==> config.mk <==
export PLATFORM = sky130hd
export DESIGN_NAME = adder_measure_sequencer
export DESIGN_NICKNAME = d
export VERILOG_FILES = /design/src/rtl/adder_measure_sequencer.sv
export SDC_FILE = /design/constraint.sdc
export NUM_CORES = 1
export LEC_CHECK = 0
export BUFFER_PORTS_ARGS = -buffer_cell sky130_fd_sc_hd__buf_2
export CORE_ASPECT_RATIO = 0.9
export CORE_MARGIN = 1.5
export CORE_UTILIZATION = 35
export DETAILED_ROUTE_END_ITERATION = 16
export MAX_ROUTING_LAYER = met4
export PLACE_DENSITY = 0.71
export SETUP_SLACK_MARGIN = 0.02
export SLEW_MARGIN = 20
export SYNTH_ARGS = -nofsm -noshare
export SYNTH_HDL_FRONTEND = slang
export SYNTH_SLANG_ARGS = --single-unit
==> constraint.sdc <==
create_clock -name wb_clk_i -period 3.1 [get_ports wb_clk_i]
set_clock_uncertainty 0.1 [all_clocks]
set_input_delay 0.93 -clock wb_clk_i [delete_from_list [all_inputs] [get_ports wb_clk_i]]
set_output_delay 0.93 -clock wb_clk_i [all_outputs]
set_load 0.02 [all_outputs]
==> src/rtl/adder_measure_sequencer.sv <==
// Measurement sequencer for the instrumented ripple adder: applies operands and
// ring/tap selects, times the oscillator window, samples sum and ring count.
module adder_measure_sequencer #(
    parameter int WIDTH         = 32,
    parameter int COUNT_W       = 32,
    parameter int SETTLE_CYCLES = 4,
    parameter int SYNC_CYCLES   = 3
) (
    input  logic                     wb_clk_i,
    input  logic                     wb_rst_i,
    input  logic                     cmd_valid,
    output logic                     cmd_ready,
    input  logic [WIDTH-1:0]         cmd_a,
    input  logic [WIDTH-1:0]         cmd_b,
    input  logic [$clog2(WIDTH)-1:0] cmd_bit,
    input  logic [15:0]              cmd_window,
    output logic                     res_valid,
    input  logic                     res_ready,
    output logic [WIDTH-1:0]         res_sum,
    output logic [COUNT_W-1:0]       res_count,
    output logic                     res_error,
    output logic [7:0]               res_seq,
    output logic                     busy,
    output logic [WIDTH-1:0]         add_a,
    output logic [WIDTH-1:0]         add_b,
    output logic [WIDTH-1:0]         add_ring_sel,
    output logic [WIDTH-1:0]         add_tap_sel,
    output logic                     add_osc_en,
    output logic                     add_cnt_clear,
    input  logic [WIDTH-1:0]         add_sum,
    input  logic [COUNT_W-1:0]       add_count
);
    localparam int BW = $clog2(WIDTH);
    localparam logic [WIDTH-1:0] ONE = WIDTH'(1);

    typedef enum logic [2:0] {IDLE, SETUP, SETTLE, MEASURE, STOP, REPORT} state_t;

    state_t        state, state_n;
    logic [15:0]   cnt, cnt_n;
    logic [15:0]   window;
    logic [BW-1:0] bit_clamped;
    logic          accept, res_take;

    assign accept   = (state == IDLE) && cmd_valid;
    assign res_take = (state == REPORT) && res_ready;

    // Only reachable for non-power-of-2 WIDTH.
    always_comb begin
        bit_clamped = cmd_bit;
        if ({1'b0, cmd_bit} > (BW+1)'(WIDTH - 1)) bit_clamped = BW'(WIDTH - 1);
    end

    always_comb begin
        state_n = state;
        cnt_n   = cnt;
        case (state)
            IDLE:    if (cmd_valid) state_n = SETUP;
            SETUP: begin
                state_n = SETTLE;
                cnt_n   = 16'(SETTLE_CYCLES - 1);
            end
            SETTLE:
                if (cnt == 16'd0) begin
                    state_n = MEASURE;
                    cnt_n   = (window == 16'd0) ? 16'd0 : window - 16'd1;
                end else cnt_n = cnt - 16'd1;
            MEASURE:
                if (cnt == 16'd0) begin
                    state_n = STOP;
                    cnt_n   = 16'(SYNC_CYCLES - 1);
                end else cnt_n = cnt - 16'd1;
            STOP:
                if (cnt == 16'd0) state_n = REPORT;
                else cnt_n = cnt - 16'd1;
            REPORT:  if (res_ready) state_n = IDLE;
            default: state_n = IDLE;
        endcase
    end

    // Control outputs are registered from the next state so they line up
    // with the state they describe without any input-to-output path.
    always_ff @(posedge wb_clk_i) begin
        if (wb_rst_i) begin
            state         <= IDLE;
            cnt           <= '0;
            window        <= '0;
            cmd_ready     <= 1'b1;
            busy          <= 1'b0;
            res_valid     <= 1'b0;
            res_sum       <= '0;
            res_count     <= '0;
            res_error     <= 1'b0;
            res_seq       <= '0;
            add_a         <= '0;
            add_b         <= '0;
            add_ring_sel  <= '0;
            add_tap_sel   <= '0;
            add_osc_en    <= 1'b0;
            add_cnt_clear <= 1'b0;
        end else begin
            state         <= state_n;
            cnt           <= cnt_n;
            cmd_ready     <= (state_n == IDLE);
            busy          <= (state_n != IDLE);
            res_valid     <= (state_n == REPORT);
            add_osc_en    <= (state_n == MEASURE);
            add_cnt_clear <= (state_n == SETUP);
            if (accept) begin
                add_a        <= cmd_a;
                add_b        <= cmd_b;
                add_ring_sel <= ONE << bit_clamped;
                add_tap_sel  <= ONE << bit_clamped;
                window       <= cmd_window;
            end else if (res_take) begin
                add_a        <= '0;
                add_b        <= '0;
                add_ring_sel <= '0;
                add_tap_sel  <= '0;
            end
            if (state == SETTLE && cnt == 16'd0) begin
                res_sum   <= add_sum;
                res_error <= (add_sum != add_a + add_b);
            end
            if (state == STOP && cnt == 16'd0) res_count <= add_count;
            if (res_take) res_seq <= res_seq + 8'd1;
        end
    end
endmodule

==> results_dict.tcl <==
set metrics [dict create \
    ios 359 \
    wl_mm 37.0 \
    cts_tree "done" \
    timing.critical_path.from "add_a[21]" \
    whs_path_depth 2 \
    yosysWarnings 0 \
    fp.dieArea_mm2 0.0318 \
    synth_fa_ha_area_share_pct 4.14 \
    cts_hold_buf 0 \
    drtPass1Iterations 5 \
    layout_commonest_cell "buf_2" \
    coreArea_mm2 0.0300 \
    portBuffers 358 \
    synth_top_family_by_area "simple AND/OR/NAND/NOR gates" \
    reg2reg_depth 11 \
    syn_nets 1555 \
    clockRootBuffer "clkbuf_16" \
    whs_endpoint "res_sum[20]" \
    crit_required_ps 3420 \
    worstMarginPinSlew_ps 830 \
    max_freq_ghz 0.321 \
    grt_usage_pct 22.8 \
    drive_gt1_share_pct 31.9 \
    synthToLayoutAreaGrowth_pct 34.4 \
    power_density_mw_per_mm2 782 \
    r2r_setup_slack_ps -10 \
    clkLatencyLatePin_ps 530 \
    setup_viol 1 \
    max_cap_violations 0 \
    ys.flop_type "dfxtp_1" \
    drt_iter0_drc 760 \
    status "finished with violations" \
    layout_common_cells "buf_2 (357), nand2_1 (208), dfxtp_1 (206), nor2_1 (181), buf_4 (137)" \
    rows 60 \
    syn_avg_cell_area_um2 7.87 \
    grt_pass1_wl_mm 57.6 \
    synth-simple-area-share_pct 22.6 \
    cts_max_level 1 \
    dp_slack_ps -270 \
    die_h_um 169 \
    ys_types 64 \
    wl_per_cell_um 16.8 \
    arrival_ps 3430 \
    rsz0062_at_grt "yes" \
    drc_errors 0 \
    violations "negative setup slack" \
    post-route-min-period_ps 3110 \
    slew_violations 0 \
    cp-start-kind "flip-flop" \
    final.period_utilization_pct 100 \
    grt-ovfl-total 0 \
    viasPerCell 5.23 \
    critPathCaptureType "flip-flop" \
    r2r-start "add_a[21]" \
    p_leak_uw 0.00655 \
    die_w_um 188 \
    antenna_found_initial 1 \
    hold_viol_final 0 \
    layout_setup_ws_ps -10.9 \
    peakVddDrop_mv 0.419 \
    hp-class "reg -> reg" \
    syn_inst 1367 \
    via_count 11494 \
    grt_max_degree 102 \
    worst_r2r_endpoint "res_error" \
    final_nets 1964 \
    clock-sinks 209 \
    cts_max_path_buffers 3 \
    slew_headroom_pct 44.1 \
    ant_nets 0 \
    initial_utilization_pct 35.8 \
    dp_hpwl_mm 28.2 \
    cts.clk_slew.worst_paths_ps 60 \
    ys_ff_latch 209 \
    fin_util_pct 48.2 \
    hold_start "res_sum[20]" \
    yosysSeqAreaShare_pct 38.9 \
    critPathKind "reg -> reg" \
    place_congestion 0.942 \
    critPathMaxFanout 5 \
    async_reset_ff_share_pct 0 \
    grt_pass1_vias 10903 \
    synth_area_mm2 0.0108 \
    synth_compound_area_share_pct 22.2 \
    yosys-mux-area-fraction_pct 1.04 \
    cts_buffers 23 \
    synth-xor-area-share_pct 5.46 \
    fill_cells 2926 \
    synth_edf_count 0 \
]
-- critical path: stages (launching register included) --
cell	delay, ps
dfxtp_1	320
ha_1	370
buf_4	170
and4_1	260
nand2_1	190
nor3_1	90
a221oi_2	290
mux2i_1	260
nand4_1	150
or4_1	510
nor4_2	240
nor2_1	60
-- synth_stat cells (all sizes together) (24+ instances only) --
cell | instances | area [um2]
a21oi | 130 | 651
ha | 34 | 425
dfxtp | 209 | 4180
nand2 | 208 | 781
nor2 | 183 | 687
nor3 | 30 | 166
xnor2 | 38 | 333
clkbuf | 75 | 282
buf | 39 | 269
nand3 | 24 | 133
a22oi | 106 | 796
xor2 | 29 | 254
o21ai | 48 | 240
-- cell families (layout without fill, tap and decap cells) --
kind of cell	after synthesis	in the layout
XOR/XNOR	67	67
flip-flops	209	209
adder cells (fa/ha/maj)	35	35
multiplexers	11	11
buffers and inverters	129	553
AO/OA/AOI/OAI	372	372
other	0	2
AND/OR/NAND/NOR	544	544
-- per-stage QoR --
stage | std cells | power, uW | setup TNS (ps) | hold slack [ps] | instance area [um2]
6_report | 2196 | 11300 | -10.9 | 347 | 14500
5_1_grt | 2195 | 12000 | -73.5 | 368 | 14500
4_1_cts | 2192 | 11300 | 0 | 351 | 14400
3_5_place_dp | 2149 | 8690 | -270 | 343 | 13600
3_3_place_gp | 2149 | 8630 | -292 | 337 | 13600
2_1_floorplan | 1367 | 6730 | 0 | 336 | 10800
-- per-layer routing --
metal | vias up | track usage [%] | wire [um]
li1 | 5643 | - | -
met1 | 5356 | 28.8 | 16400
met2 | 418 | 37.9 | 17400
met3 | 77 | 3.47 | 2110
met4 | 0 | 6.43 | 1040
met5 | - | - | 0
-- where the power goes --
part	switching, uW	total [uW]	internal [uW]
clock network	1130	2580	1450
registers	348	3440	3090
logic	3150	5270	2120
-- final cells by class --
type | count | area [um2] | share of cell area [%]
well taps | 403 | 504 | 3.49
clock buffers | 31 | 636 | 4.40
repair buffers | 498 | 2890 | 20.0
flip-flops and latches | 209 | 4190 | 29.0
clock inverters | 9 | 70.1 | 0.485
multi-input cells | 1029 | 6110 | 42.3
diodes | 2 | 5.00 | 0.0346
inverters | 15 | 56.3 | 0.389
-- registers in the layout (all words and copies together), names as in the netlist --
name / cells
add_osc_en: 1
add_b: 32
cmd_ready: 1
res_valid: 1
window: 16
state: 3
cnt: 16
add_cnt_clear: 1
res_seq: 8
busy: 1
add_a: 32
res_sum: 32
res_error: 1
res_count: 32
add_tap_sel: 32
-- timing repair --
action / in CTS / in global routing
endpoints found under the setup margin: 1 / 1
gates cloned: 0 / 0
setup buffers: 3 / 2
endpoints found under the hold margin: 0 / 0
pin swaps: 11 / 3
resized for setup: 11 / 15
-- worst max path at each step --
stage / to / slack (ps) / depth (start not counted)
finish: res_error / -10 / 11
detailed placement: res_error / -270 / 10
CTS: res_error / 0.1 / 12
global route: res_error / -70 / 12
floorplan: res_error / 100 / 11
global placement: res_error / -290 / 10
No activity file was read; power rests on OpenSTA's default activity.
